File: src/rtl/tm_shell_pkg.sv
// Shared types and sizing helpers for the slave-side credit shell.
// tm_dst_t is the reply return address {vc, dest} at the default NoC widths.
package tm_shell_pkg;

    localparam int TM_ADDRESS_WIDTH    = 4;
    localparam int TM_VC_ADDRESS_WIDTH = 2;
    localparam int DST_WIDTH           = TM_ADDRESS_WIDTH + TM_VC_ADDRESS_WIDTH;

    typedef struct packed {
        logic [TM_VC_ADDRESS_WIDTH-1:0] vc;
        logic [TM_ADDRESS_WIDTH-1:0]    dest;
    } tm_dst_t;

    // Occupancy counter must represent 0..depth inclusive.
    function automatic int tm_count_width(input int depth);
        return $clog2(depth + 1);
    endfunction

    function automatic int tm_ptr_width(input int depth);
        return (depth > 1) ? $clog2(depth) : 1;
    endfunction

endpackage

File: src/rtl/tm_tag_fifo.sv
// In-order FIFO of reply return addresses. Head is a registered read of the
// storage array, refreshed on every push/pop so it is ready as soon as count != 0.
module tm_tag_fifo
    import tm_shell_pkg::*;
#(
    parameter int DEPTH = 32,
    parameter int WIDTH = DST_WIDTH,
    localparam int CW   = tm_count_width(DEPTH),
    localparam int PW   = tm_ptr_width(DEPTH)
) (
    input  logic             clk,
    input  logic             rst,
    input  logic             push_i,
    input  logic [WIDTH-1:0] push_data_i,
    input  logic             pop_i,
    output logic [WIDTH-1:0] head_o,
    output logic [CW-1:0]    count_o
);

    logic [WIDTH-1:0] mem_q [DEPTH];
    logic [PW-1:0]    wr_ptr_q, wr_ptr_d;
    logic [PW-1:0]    rd_ptr_q, rd_ptr_d;
    logic [CW-1:0]    count_q, count_d;
    logic [WIDTH-1:0] head_q, head_d;

    function automatic logic [PW-1:0] next_ptr(input logic [PW-1:0] p);
        return (p == PW'(DEPTH - 1)) ? '0 : p + PW'(1);
    endfunction

    always_comb begin
        wr_ptr_d = wr_ptr_q;
        rd_ptr_d = rd_ptr_q;
        count_d  = count_q;
        if (push_i) begin
            wr_ptr_d = next_ptr(wr_ptr_q);
        end
        if (pop_i) begin
            rd_ptr_d = next_ptr(rd_ptr_q);
        end
        case ({push_i, pop_i})
            2'b10:   count_d = count_q + CW'(1);
            2'b01:   count_d = count_q - CW'(1);
            default: count_d = count_q;
        endcase
        // Bypass when the entry becoming head is the one being written this cycle.
        head_d = (push_i && (wr_ptr_q == rd_ptr_d)) ? push_data_i : mem_q[rd_ptr_d];
    end

    always_ff @(posedge clk) begin
        if (push_i) begin
            mem_q[wr_ptr_q] <= push_data_i;
        end
    end

    always_ff @(posedge clk or posedge rst) begin
        if (rst) begin
            wr_ptr_q <= '0;
            rd_ptr_q <= '0;
            count_q  <= '0;
            head_q   <= '0;
        end else begin
            wr_ptr_q <= wr_ptr_d;
            rd_ptr_q <= rd_ptr_d;
            count_q  <= count_d;
            head_q   <= head_d;
        end
    end

    always @(posedge clk) begin
        if (!rst) begin
            assert (!(push_i && !pop_i && (count_q == CW'(DEPTH))))
                else $error("tm_tag_fifo: push while full");
            assert (!(pop_i && (count_q == '0)))
                else $error("tm_tag_fifo: pop while empty");
        end
    end

    assign head_o  = head_q;
    assign count_o = count_q;

endmodule

File: src/rtl/tm_slave_multimaster.sv
// Slave-end credit shell: request skid buffer toward the slave, tag FIFO of
// return addresses, and a one-entry reply register stamped with the oldest tag.
module tm_slave_multimaster
    import tm_shell_pkg::*;
#(
    parameter int NUM_CREDITS      = 32,
    parameter int ADDRESS_WIDTH    = TM_ADDRESS_WIDTH,
    parameter int VC_ADDRESS_WIDTH = TM_VC_ADDRESS_WIDTH,
    parameter int WIDTH_DATA       = 36,
    localparam int CW              = tm_count_width(NUM_CREDITS)
) (
    input  logic                        clk,
    input  logic                        rst,
    input  logic                        req_valid_in,
    input  logic [WIDTH_DATA-1:0]       req_data_in,
    input  logic [ADDRESS_WIDTH-1:0]    req_src_in,
    input  logic [VC_ADDRESS_WIDTH-1:0] req_vc_in,
    output logic                        req_ready_out,
    output logic                        req_valid_out,
    output logic [WIDTH_DATA-1:0]       req_data_out,
    input  logic                        req_ready_in,
    input  logic                        reply_valid_in,
    input  logic [WIDTH_DATA-1:0]       reply_data_in,
    output logic                        reply_ready_out,
    output logic                        reply_valid_out,
    output logic [WIDTH_DATA-1:0]       reply_data_out,
    output logic [ADDRESS_WIDTH-1:0]    reply_dest_out,
    output logic [VC_ADDRESS_WIDTH-1:0] reply_vc_out,
    input  logic                        reply_ready_in,
    output logic [CW-1:0]               outstanding_count
);

    localparam int TW = ADDRESS_WIDTH + VC_ADDRESS_WIDTH;

    logic                        main_valid_q, main_valid_d;
    logic [WIDTH_DATA-1:0]       main_data_q, main_data_d;
    logic                        ovf_valid_q, ovf_valid_d;
    logic [WIDTH_DATA-1:0]       ovf_data_q, ovf_data_d;
    logic                        rep_valid_q, rep_valid_d;
    logic [WIDTH_DATA-1:0]       rep_data_q, rep_data_d;
    logic [ADDRESS_WIDTH-1:0]    rep_dest_q, rep_dest_d;
    logic [VC_ADDRESS_WIDTH-1:0] rep_vc_q, rep_vc_d;

    logic          req_accept;
    logic          main_drain;
    logic          reply_accept;
    logic [CW-1:0] fifo_count;
    logic [TW-1:0] fifo_head;

    // Both terms are register outputs, so no input reaches req_ready_out.
    assign req_ready_out   = ~ovf_valid_q & (fifo_count < CW'(NUM_CREDITS));
    assign req_accept      = req_valid_in & req_ready_out;
    assign main_drain      = main_valid_q & req_ready_in;
    assign reply_ready_out = (fifo_count != '0) & (~rep_valid_q | reply_ready_in);
    assign reply_accept    = reply_valid_in & reply_ready_out;

    tm_tag_fifo #(
        .DEPTH (NUM_CREDITS),
        .WIDTH (TW)
    ) u_tag_fifo (
        .clk         (clk),
        .rst         (rst),
        .push_i      (req_accept),
        .push_data_i ({req_vc_in, req_src_in}),
        .pop_i       (reply_accept),
        .head_o      (fifo_head),
        .count_o     (fifo_count)
    );

    always_comb begin
        main_valid_d = main_valid_q;
        main_data_d  = main_data_q;
        ovf_valid_d  = ovf_valid_q;
        ovf_data_d   = ovf_data_q;
        if (ovf_valid_q) begin
            // No accept is possible here; only the overflow-to-main shift.
            if (main_drain) begin
                main_valid_d = 1'b1;
                main_data_d  = ovf_data_q;
                ovf_valid_d  = 1'b0;
            end
        end else if (!main_valid_q || main_drain) begin
            main_valid_d = req_accept;
            if (req_accept) begin
                main_data_d = req_data_in;
            end
        end else if (req_accept) begin
            ovf_valid_d = 1'b1;
            ovf_data_d  = req_data_in;
        end
    end

    always_comb begin
        rep_valid_d = rep_valid_q;
        rep_data_d  = rep_data_q;
        rep_dest_d  = rep_dest_q;
        rep_vc_d    = rep_vc_q;
        if (reply_ready_in) begin
            rep_valid_d = 1'b0;
        end
        if (reply_accept) begin
            rep_valid_d = 1'b1;
            rep_data_d  = reply_data_in;
            rep_dest_d  = fifo_head[ADDRESS_WIDTH-1:0];
            rep_vc_d    = fifo_head[TW-1:ADDRESS_WIDTH];
        end
    end

    always_ff @(posedge clk or posedge rst) begin
        if (rst) begin
            main_valid_q <= 1'b0;
            main_data_q  <= '0;
            ovf_valid_q  <= 1'b0;
            ovf_data_q   <= '0;
            rep_valid_q  <= 1'b0;
            rep_data_q   <= '0;
            rep_dest_q   <= '0;
            rep_vc_q     <= '0;
        end else begin
            main_valid_q <= main_valid_d;
            main_data_q  <= main_data_d;
            ovf_valid_q  <= ovf_valid_d;
            ovf_data_q   <= ovf_data_d;
            rep_valid_q  <= rep_valid_d;
            rep_data_q   <= rep_data_d;
            rep_dest_q   <= rep_dest_d;
            rep_vc_q     <= rep_vc_d;
        end
    end

    assign req_valid_out     = main_valid_q;
    assign req_data_out      = main_data_q;
    assign reply_valid_out   = rep_valid_q;
    assign reply_data_out    = rep_data_q;
    assign reply_dest_out    = rep_dest_q;
    assign reply_vc_out      = rep_vc_q;
    assign outstanding_count = fifo_count;

endmodule

File: config.mk
export PLATFORM = sky130hd
export DESIGN_NAME = tm_slave_multimaster
export DESIGN_NICKNAME = d
export VERILOG_FILES = /design/src/rtl/tm_shell_pkg.sv /design/src/rtl/tm_tag_fifo.sv /design/src/rtl/tm_slave_multimaster.sv
export SDC_FILE = /design/constraint.sdc
export NUM_CORES = 1
export LEC_CHECK = 0
export ABC_AREA = 1
export CORE_MARGIN = 3
export CORE_UTILIZATION = 60
export DETAILED_ROUTE_END_ITERATION = 10
export PLACE_DENSITY = 0.84
export SLEW_MARGIN = 5
export SYNTH_ARGS = -nofsm -noshare
export SYNTH_HDL_FRONTEND = slang
export SYNTH_SLANG_ARGS = --single-unit
File: constraint.sdc
create_clock -name clk -period 8.24 [get_ports clk]
set_input_delay 1.648 -clock clk [delete_from_list [all_inputs] [get_ports clk]]
set_output_delay 1.648 -clock clk [all_outputs]
set_load 0.005 [all_outputs]
* Word-level counts from Yosys, hierarchy flattened
Memories as Yosys holds them, arrays and structs flattened. A register that Yosys moved wholly into a read port is not among the register bits. Cells that the tools add are included.
Storage, ports and cells: flip-flop bits (word level) 133, bits in latches 0, RAM bits 192, memory bits (read-only) 0, input port bits 84, word-level logic and storage cells 59, memories kept 1
Cells by class: add/subtract/negate cells 4, multipliers 0, div/mod/pow operators 0, order comparisons 1, equality and inequality tests 5, shifts and indexed selects 0, muxes and demuxes 18, bitwise operators 9, reductions and logical operators 10
Memory list:
- u_tag_fifo.mem_q | depth 32, bits a word 6, rd ports 1, clocked after memory_dff 1, wr ports 1, line tm_tag_fifo.sv:20 | logic [WIDTH-1:0] mem_q [DEPTH];
Operators with widths (number):
- 36-bit 2-to-1 mux | 4
- 5-bit 2-to-1 mux | 3
- 6-bit case mux with 2 select lines | 1
- 5-bit by 1-bit adder with 5-bit output, second input constant | 2
- 5-bit == test, second input constant | 2
- 1-bit 2-to-1 mux | 10
- 2-bit nonzero test | 4
- 6-bit by 1-bit adder with 6-bit output, second input constant | 1
- 6-bit < comparator, second input constant | 1
- 3-bit AND reduction | 2
- 6-bit nonzero test | 1
- 6-bit by 1-bit subtractor with 6-bit output, second input constant | 1
- 1-bit AND | 5
- 1-bit inverter | 3
- 2-bit by 1-bit == test with 1-bit output, second input constant | 1
- 2-bit == test, second input constant | 1
- 2-bit by 1-bit != test with 1-bit output, second input constant | 1
- 2-bit AND reduction | 1
- 1-bit zero test | 1
- 1-bit logical OR | 1
- 1-bit bitwise OR | 1

* Depth between registers and ports, before layout
Gate-level depths: netlist (run 1).
depth after elaboration 6, depth in mapped cells 17, depth with buffers taken out 16

* By module
A second synthesis (run 1) with hierarchy kept.
Unflattened totals: cells, all modules 1607, area total of the unflattened synthesis 15172.1 µm²
By module, submodules not included:
- tm_tag_fifo | instances 1, cells an instance 1009, area an instance 10068.4 µm²
- tm_slave_multimaster | instances 1, cells an instance 598, area an instance 5103.6 µm²

* Worst setup path after synthesis (run 1)
Ideal clock, no wire load.
path kind input -> register, start input reply_ready_in, end register u_tag_fifo.count_q[4], in the netlist u_tag_fifo.count_o[4], data arrival time 3827 ps, required time 8110 ps, path slack 4283 ps, cell stages on the path 15, buffers on the path 2, path through inv_1 -> nand2_1 -> nand3_4 -> inv_2 -> buf_1 -> ha_1 -> clkbuf_1 -> xnor2_1 -> inv_1 -> ha_1 -> a21oi_1 -> or2_2 -> o22ai_1 -> xor2_1 -> o21ai_0
On the way: longest elaborated chain between the ends 5, elaborated cells on any way between the ends 7
RTL lines:
- start, declared | line tm_slave_multimaster.sv:29 | input logic reply_ready_in,
- 1-bit bitwise OR (*) | line tm_slave_multimaster.sv:54 | assign reply_ready_out = (fifo_count != '0) & (~rep_valid_q | reply_ready_in);
- 1-bit AND (*) | line tm_slave_multimaster.sv:54
- 1-bit AND (*) | line tm_slave_multimaster.sv:55 | assign reply_accept = reply_valid_in & reply_ready_out;
- 2-bit by 1-bit == test with 1-bit output / 2-bit == test (equally long branches) | line tm_tag_fifo.sv:40 | case ({push_i, pop_i})
- 6-bit case mux with 2 select lines / 2-bit nonzero test (equally long branches)
- end signal, assigned | line tm_tag_fifo.sv:64 | count_q <= count_d;
- end, declared | line tm_tag_fifo.sv:23 | logic [CW-1:0] count_q, count_d;
Mark *: on every way between the ends. The rest lies on a longest branch, timed or not. A chain may end at the register's enable or synchronous reset.

* Final worst setup path (run 1)
start input reply_ready_in, end register u_tag_fifo.head_q[0], in the netlist u_tag_fifo.head_o[0] (read register of u_tag_fifo.mem_q)
On the way: longest elaborated chain between the ends 4
RTL lines:
- 1-bit bitwise OR | line tm_slave_multimaster.sv:54
- 1-bit AND | line tm_slave_multimaster.sv:54
- 1-bit AND | line tm_slave_multimaster.sv:55
- 5-bit 2-to-1 mux | line tm_tag_fifo.sv:37 | if (pop_i) begin
- end, declared | line tm_tag_fifo.sv:24 | logic [WIDTH-1:0] head_q, head_d;
No other way between the ends.

==> run metrics, run 1 <==
outcome=finished clean; final setup fails=0; CTS buffer count=35; clk slew on worst S/H paths=0.06 ns; io pins=172; grt total ovfl=0; Post-synth EDFFs=192; Static Leak=0.00756 uW; slew margin rel.=15.6%; clock buffer depth=3; Antenna diodes=0; Die ar.=26,000 um2; Global Route Usage Sum=28.4%; Reg2Reg Depth=14; VDD IR-drop max=0.000233 V; fmax=178 MHz; sequential area share after synthesis=63.9%; Top cell by count, worst path=nand2_1; vias=11.0k; largest cells by area after synthesis=edfxtp_1 40%, dfrtp_1 24%, nand2_1 11%; Starting Density=61.3%; Final Non-Filler Cells=1,942; postcts setup bufs=0; DP Wirelength=22,500 um; Multi-input gate area=4240 um2; Port Buf Inserts=171; Crit Path Category=in2reg; Pre-Repair DR Iteration Count=5; max_cap viols=0; initial antenna violation count=0; slowest cell on the critical path=nand2_2; main flop type after synthesis=edfxtp_1; clock network power share=25.0%; crit-path max FO=61; Core Area=23,600 um2; most common cell in the netlist=nand2_1; post-synthesis net count=1,541; DR DRC count=0; P_sw=2240 uW; # hold bufs at CTS=0; largest area contributor in the netlist=edfxtp_1; Final Wtd Congestion=0.909; post-cts resize count=0; H-tree Lvls=2; Hold Path Class=reg2reg; Crit path required time=8.65 ns; setup TNS=0 ns; Std-Cell Rows=56; Register Area=9240 um2; Net count, final=1,692; clk sinks=331; Sequential Power Share=37.5%; skew final=0.0188 ns; maximum number of pins on one net before global-route repair=91; initial drt markers=1,574; Min Clock Period, post-route=5.63 ns; Logic pwr share=37.5%; via/cell ratio=5.65; PwrDens=354 nW/um2; Routed Antenna Nets=0; synthesized area=14,500 um2; Final Cycle Share=68.3%; Fillers=1,580; synth cell count leaders=415 x nand2_1, 198 x nand3_1, 192 x edfxtp_1, 175 x inv_1, 139 x dfrtp_1; crit start category=input pin; P&R area growth vs syn=21.0%; flops & latches, synth=331; Die W=161 um; Slew @ Worst Pin=1.26 ns; synth warn=0; CP peak stage delay=1.00 ns; post-synth top area share=39.8%; Yosys cell types=35; Critical Path End Type=register; WL final=36,600 um; drt wl/cell=18.9 um; final hold violations=0; layout cells sized above 1=7.15%; first-pass GRT wire length=58,200 um; CP Cell Sequence=clkdlybuf4s50_1 > inv_1 > nand2_1 > nand3_4 > nand2_1 > nand2_2 > buf_4 > nand2_1 > nand2_1 > nand2_1 > nand3_1 > nand3_1 > nand3_1 > nand3_1 > nand2_1; data arrival time of the worst path=6.04 ns; height of the chip=161 um; P_int=3950 uW; RSZ-0062 raised after global routing=no; dpl cells=1,880; Root Driver=clkbuf_16; worst-skew pair later-pin latency=0.52 ns; fin. max-slew vios=0; CTS tree=built; Hold Crit Depth=2; sw frac=36.2%; Post-Synthesis Cells=1,447; Syn Area/Cell=10.0 um2; vias in the first global route=10.9k; FFs w/ async S/R, synth=42.0%
-- cell usage in the layout (no fill, tap or decap), types with 36 or more instances in the layout --
master	instances
nand2_1	414
dfrtp_1	139
a31oi_1	36
clkbuf_16	37
nor2_1	84
edfxtp_1	192
mux2_2	36
inv_1	174
clkdlybuf4s50_1	170
nand3_1	198
-- logic make-up (layout without fill, tap and decap cells) --
logic type | Yosys count | after routing | synth area share (%)
XOR/XNOR | 8 | 8 | 0.484
adder cells (fa/ha/maj) | 10 | 10 | 0.865
AND/OR/NAND/NOR | 754 | 754 | 22.6
flip-flops | 331 | 331 | 63.9
AO/OA/AOI/OAI | 56 | 56 | 2.50
buffers and inverters | 252 | 428 | 6.90
multiplexers | 36 | 36 | 2.80
-- critical path: cells and delay by family --
family	cells	cell delay (ns)
buffers and inverters	3	1.05
AND/OR/NAND/NOR	12	3.27
-- power groups by stage --
stage / sequential (uW) / combinational [uW] / clock (uW)
after global routing: 2360 / 2540 / 1640
after detailed placement: 2340 / 2260 / 0
final: 2320 / 2320 / 1550
after CTS: 2320 / 2300 / 1560
after global placement: 2320 / 2190 / 0
after floorplan: 2300 / 1400 / 0
-- final cells by class --
cell class                 instances  share of cell area (%)
timing repair buffer             184                    10.3
sequential                       331                    52.8
clock buffer                      51                    5.70
inverter                         182                    3.93
multi-input combinational        864                    24.2
clock inverter                    11                   0.729
tap                              319                    2.28
-- registers in the layout, summed over array words and instances (netlist names) --
name and flops:
req_valid_out 1, u_tag_fifo.wr_ptr_q 5, reply_dest_out 4, reply_valid_out 1, req_data_out 36, u_tag_fifo.mem_q 192, reply_vc_out 2, reply_data_out 36
ovf_data_q 36, u_tag_fifo.rd_ptr_q 5, ovf_valid_q 1, u_tag_fifo.head_o 6, u_tag_fifo.count_o 6
-- per-stage QoR --
stage | util, % | power (uW) | hold WS [ns] | area, um2 | worst slack, ns
6_report | 74.1 | 6190 | 0.476 | 17500 | 2.61
5_1_grt | 74.1 | 6530 | 0.496 | 17500 | 2.32
4_1_cts | 74.1 | 6170 | 0.480 | 17500 | 2.71
3_5_place_dp | 69.4 | 4600 | 0.464 | 16400 | 2.24
3_3_place_gp | 69.4 | 4510 | 0.463 | 16400 | 2.36
2_1_floorplan | - | 3700 | 0.418 | 14500 | 2.87
-- metal layers --
metal	up-vias	track usage [%]	share of wire (%)
li1	5051	-	-
met1	5260	38.4	38
met2	550	46.5	50
met3	113	5.00	8.0
met4	0	11.5	4.0
met5	-	0	0
-- path summary, 6_finish.rpt --
kind	start	end	slack, ns
max	reply_ready_in	u_tag_fifo.head_o[0]	2.61
min	reply_data_out[7]	reply_data_out[7]	0.48
max reg2reg	u_tag_fifo.count_o[1]	u_tag_fifo.head_o[0]	3.73
min reg2reg	reply_data_out[7]	reply_data_out[7]	0.48
max in group asynchronous	rst	ovf_data_q[4]	5.31
min in group asynchronous	rst	reply_data_out[10]	1.68
Note: power is estimated with default switching activity, not from simulation.
==> run 2: changes to the inputs <==
--- a/config.mk
+++ b/config.mk
@@ -7,9 +7,9 @@
 export LEC_CHECK = 0
 export ABC_AREA = 1
 export CORE_MARGIN = 3
-export CORE_UTILIZATION = 60
+export CORE_UTILIZATION = 56
 export DETAILED_ROUTE_END_ITERATION = 10
-export PLACE_DENSITY = 0.84
+export PLACE_DENSITY = 0.79
 export SLEW_MARGIN = 5
 export SYNTH_ARGS = -nofsm -noshare
 export SYNTH_HDL_FRONTEND = slang
==> constraint.sdc (replaced) <==
create_clock -name clk -period 5.65 [get_ports clk]
set_input_delay 1.13 -clock clk [delete_from_list [all_inputs] [get_ports clk]]
set_output_delay 1.13 -clock clk [all_outputs]
set_load 0.005 [all_outputs]
==> run 2 against run 1 <==
Effect of this change: die area is 6.9% higher; largest power group is now combinational logic; worst setup slack worse by 1.0 ns; non-clock buffer count is 4 higher; cell count is 0.72% higher; count of clock-buffer cells in the layout is 4 lower; hold slack hardly changed.
==> run metrics, run 2 (synthesized netlist as in run 1, its figures left out) <==
postcts setup bufs=0 (unchanged); Port Buf Inserts=171 (unchanged); post-cts resize count=0 (unchanged); Die ar.=27,800 um2 (+6.9%); critical path's top delay family=simple AND/OR/NAND/NOR gates; fin. max-slew vios=0 (unchanged); DP Wirelength=24,100 um (+7.2%); Root Driver=clkbuf_16; max_cap viols=0 (unchanged); Net count, final=1,696 (+0.24%); io pins=172 (unchanged); setup TNS=0 ns (unchanged); max FFs per register=192 (unchanged); clk slew on worst S/H paths=0.07 ns (about the same); P&R area growth vs syn=20.9% (about the same); grt total ovfl=0 (unchanged); Largest Register=u_tag_fifo.mem_q; initial antenna violation count=0 (unchanged); Crit Path Category=in2reg; height of the chip=167 um (+3.4%); maximum number of pins on one net before global-route repair=106 (+16%); Top cell by count, worst path=nand3_1; Static Leak=0.00755 uW (-0.13%); most frequent cells in the layout=414 x nand2_1, 198 x nand3_1, 192 x edfxtp_1, 174 x inv_1, 167 x clkdlybuf4s50_1; final setup fails=0 (unchanged); # hold bufs at CTS=0 (unchanged); Global Route Usage Sum=26.9% (-1.6 points); Starting Density=57.3% (-4.0 points); fmax=246 MHz; CTS tree=built; Final Wtd Congestion=1.03 (+13%); RSZ-0062 raised after global routing=no; Multi-input gate area=4240 um2 (unchanged); vias in the first global route=10.8k (-1.2%); slowest cell on the critical path=nand3_4; drt wl/cell=19.2 um (+2.0%); Hold Path Class=reg2reg; Critical Path End Type=register; met3 WL=3800 um (+29%); crit-path max FO=54 (-11%); initial drt markers=1,167 (-26%); layout cells sized above 1=7.44% (+0.29 points); first-pass GRT wire length=59,200 um (+1.8%); dpl cells=1,895 (+0.80%); Fillers=1,883 (+19%); PwrDens=514 nW/um2 (+45%); CP Buf/Inv Count=4 (+1); Register Area=9240 um2 (unchanged); Std-Cell Rows=58 (+3.6%); clock buffer depth=3 (unchanged); Final Non-Filler Cells=1,956 (+0.72%); via/cell ratio=5.57 (-1.3%); M1 wire length=14,200 um (+0.73%); Min Clock Period, post-route=4.06 ns; outcome=finished clean; DR DRC count=0 (unchanged); crit start category=input pin; Crit path required time=6.09 ns (-2.56 ns); CTS buffer count=35 (unchanged); WL final=37,700 um (+2.8%); CP Cell Sequence=clkdlybuf4s50_1 > inv_1 > nand2_1 > nand3_4 > nand2_1 > buf_4 > nand2_2 > buf_4 > nand2_1 > nand3_1 > nand3_1 > nand3_1 > nand3_1 > nand3_1 > nand2_1; vias=10.9k (-0.64%); Routed Antenna Nets=0 (unchanged); Core Area=25,300 um2 (+7.0%); Final Cycle Share=71.9%; Die W=167 um (+3.4%); clk sinks=331 (unchanged); Antenna diodes=0 (unchanged); Slew @ Worst Pin=1.09 ns (-0.168 ns); H-tree Lvls=2 (unchanged); Pre-Repair DR Iteration Count=6 (+1); top layer in use=met4; skew final=0.0132 ns (-0.00562 ns); final hold violations=0 (unchanged); CP peak stage delay=0.51 ns (-0.49 ns); VDD IR-drop max=0.000361 V (+55%); met2 routed wirelength=18,200 um (+0.18%); slew margin rel.=27.0% (+11 points); most common cell after layout, fill and taps aside=nand2_1; data arrival time of the worst path=4.51 ns (-1.53 ns); worst-skew pair later-pin latency=0.51 ns (about the same)
-- run 2: tightest hold or removal path: cells and delay by family (launching register included) --
kind             cells  cell delay, ns
flip-flops           1            0.34
AND/OR/NAND/NOR      2            0.10
-- run 2: layout make-up --
type / instances / area share [%]
Sequential cell: 331 / 52.8
Multi-Input combinational cell: 864 / 24.2
Timing Repair Buffer: 188 / 10.5
Clock buffer: 47 / 5.62
Inverter: 182 / 3.93
Tap cell: 330 / 2.36
Clock inverter: 14 / 0.522
-- run 2: final timing paths --
path	depth (start not counted)	slack [ns]	to	from
min reg2reg	2	0.48	reply_vc_out[0]	reply_vc_out[0]
max reg2reg	14	2.10	u_tag_fifo.head_o[2]	u_tag_fifo.count_o[3]
max	15	1.59	u_tag_fifo.head_o[2]	reply_ready_in
min	2	0.48	reply_vc_out[0]	reply_vc_out[0]
max in group asynchronous	3	3.41	reply_data_out[34]	rst
min in group asynchronous	2	1.22	reply_data_out[33]	rst
-- run 2: power by group --
part,total [uW],internal (uW),leakage [uW],switching [uW]
Clock,2160,1260,0.000521,895
Combinational,3440,1360,0.00366,2080
Sequential,3390,3070,0.00337,321
Total,8990,5690,0.00755,3300
-- run 2: metrics by stage --
step | hold WS (ns) | setup slack, ns | instance area, um2 | util [%] | total power [uW]
finish | 0.476 | 1.59 | 17500 | 69.3 | 8990
global route | 0.504 | 1.25 | 17500 | 69.3 | 9480
CTS | 0.480 | 1.63 | 17500 | 69.3 | 8970
detailed placement | 0.464 | 1.10 | 16400 | 65.0 | 6780
global placement | 0.461 | 1.18 | 16400 | 65.0 | 6700
floorplan | 0.418 | 0.795 | 14500 | - | 5390
-- run 2: per-layer routing --
layer	track usage, %	vias up
li1	-	5050
met1	34.4	5183
met2	44.4	568
met3	7.07	103
met4	10.2	0
met5	0	-
==> run 3: changes to the inputs <==
==> constraint.sdc (replaced) <==
create_clock -name clk -period 4 [get_ports clk]
set_input_delay 0.8 -clock clk [delete_from_list [all_inputs] [get_ports clk]]
set_output_delay 0.8 -clock clk [all_outputs]
set_load 0.005 [all_outputs]
==> run 3 against run 2 <==
Effect of this change: critical path depth down 1; final area up 1.4%; core utilization up 0.94 points; sequential power up 41%.
==> run metrics, run 3 (synthesized netlist as in run 1, its figures left out) <==
outcome=finished clean; WL final=36,400 um (-3.3%); fin. max-slew vios=0 (unchanged); crit start category=input pin; slew margin rel.=40.8% (+14 points); max FFs per register=192 (unchanged); via/cell ratio=5.54 (-0.71%); Die W=167 um (unchanged); io pins=172 (unchanged); Root Driver=clkbuf_16; Hold Path Class=reg2reg; max_cap viols=0 (unchanged); crit-path max FO=13 (-76%); P&R area growth vs syn=22.5%; Crit Path Category=in2reg; height of the chip=167 um (unchanged); fmax=340 MHz; Global Route Usage Sum=26.0% (-0.89 points); Std-Cell Rows=58 (unchanged); vias=10.9k (+0.16%); Logic pwr share=37.8% (-0.5 points); CTS tree=built; Core Area=25,300 um2 (unchanged); clk slew on worst S/H paths=0.06 ns (about the same); Routed Antenna Nets=0 (unchanged); Pre-Repair DR Iteration Count=5 (-1); Starting Density=57.3% (unchanged); data arrival time of the worst path=3.33 ns (-1.18 ns); Critical Path End Type=register; layout cells sized above 1=8.16% (+0.72 points); VDD IR-drop max=0.000485 V (+35%); first-pass GRT wire length=57,900 um (-2.3%); clock buffer depth=3 (unchanged); clock network power share=25.3% (+1.3 points); drt wl/cell=18.4 um (-4.2%); sw frac=36.2% (-0.47 points); dpl cells=1,906 (+0.58%); final setup fails=0 (unchanged); grt total ovfl=0 (unchanged); most common cell after layout, fill and taps aside=nand2_1; final hold violations=0 (unchanged); DP Wirelength=23,000 um (-4.9%); P_sw=4690 uW (+42%); # hold bufs at CTS=0 (unchanged); clk sinks=331 (unchanged); fin worst setup slack=1.06 ns (-0.530 ns); H-tree Lvls=2 (unchanged); initial drt markers=1,086 (-6.9%); DR DRC count=0 (unchanged); Port Buf Inserts=171 (unchanged); maximum number of pins on one net before global-route repair=75 (-29%); Min Clock Period, post-route=2.94 ns; Crit path required time=4.39 ns (-1.70 ns); Static Leak=0.00767 uW (+1.5%); initial antenna violation count=1 (+1); Final Wtd Congestion=0.874 (-15%); post-cts resize count=0 (unchanged); Final Non-Filler Cells=1,973 (+0.87%); worst-skew pair later-pin latency=0.52 ns (about the same); P_int=8250 uW (+45%); pre-CTS setup slack=0.545 ns (-0.553 ns); Net count, final=1,708 (+0.71%); Final Cycle Share=73.6%; skew final=0.0153 ns (+0.00212 ns); Slew @ Worst Pin=0.887 ns (-0.206 ns); setup TNS=0 ns (unchanged); vias in the first global route=10.9k (+1.7%); postcts setup bufs=0 (unchanged); PwrDens=730 nW/um2 (+42%); most frequent cells in the layout=414 x nand2_1, 198 x nand3_1, 192 x edfxtp_1, 174 x inv_1, 171 x clkdlybuf4s50_1; Largest Register=u_tag_fifo.mem_q; CTS buffer count=36 (+2.9%); Sequential Power Share=36.9% (-0.8 points); Die ar.=27,800 um2 (unchanged); RSZ-0062 raised after global routing=no
-- run 3: changes by cell type in the layout (fill, tap and decap cells not counted), moves of 3 or more --
cell / change
buf_2: -4
clkdlybuf4s50_1: +4
buf_4: +8
buf_12: +3
clkbuf_1: +3
clkinv_1: -4
-- run 3: area by class of cell --
class / instances / area, um2
Clock buffer: 53 / 1050
Antenna cell: 1 / 2.50
Tap cell: 330 / 413
Fill cell: 1830 / 7520
Multi-Input combinational cell: 864 / 4240
Timing Repair Buffer: 199 / 1970
Sequential cell: 331 / 9240
Clock inverter: 13 / 123
Inverter: 182 / 687
-- run 3: critical path, cell delays in order --
cell and delay [ns]:
clkdlybuf4s50_1 0.46, inv_1 0.04, nand2_1 0.16, nand3_4 0.20, inv_2 0.25, ha_1 0.34, xnor2_1 0.13, inv_1 0.07
ha_1 0.14, a21oi_1 0.05, or2_2 0.32, o22ai_1 0.15, xor2_1 0.15, o21ai_0 0.08
-- run 3: per-stage QoR --
stage               area (um2)  util (%)  hold slack [ns]  total power [uW]
floorplan                14500         -            0.418              7610
CTS                      17700      70.2            0.461             12900
global route             17700      70.2            0.486             13700
detailed placement       16600      65.6            0.447              9610
global placement         16600      65.6            0.452              9490
finish                   17700      70.2            0.468             12900
-- run 3: power groups by stage --
stage	Clock [uW]	Sequential, uW	Combinational (uW)
5_1_grt	3450	4860	5350
3_5_place_dp	0	4810	4800
6_report	3280	4770	4890
4_1_cts	3300	4770	4850
2_1_floorplan	0	4730	2880
3_3_place_gp	0	4790	4700
-- run 3: path summary, 6_finish.rpt --
kind,startpoint,depth (start not counted),endpoint,slack (ns)
max,reply_ready_in,14,u_tag_fifo.count_o[4],1.06
min,u_tag_fifo.head_o[1],2,reply_dest_out[1],0.47
max reg2reg,u_tag_fifo.rd_ptr_q[0],15,u_tag_fifo.head_o[1],1.09
min reg2reg,u_tag_fifo.head_o[1],2,reply_dest_out[1],0.47
max in group asynchronous,rst,3,reply_data_out[35],2.33
min in group asynchronous,rst,2,reply_data_out[28],0.81
-- run 3: layer usage --
metal / share of wire, % / global-route usage [%] / vias up / routed length [um]
li1: - / - / 5088 / -
met2: 49 / 43.3 / 505 / 17900
met3: 8.0 / 5.25 / 99 / 2910
met4: 3.9 / 10.7 / 0 / 1420
met1: 39 / 33.7 / 5229 / 14100
met5: 0 / 0 / - / 0
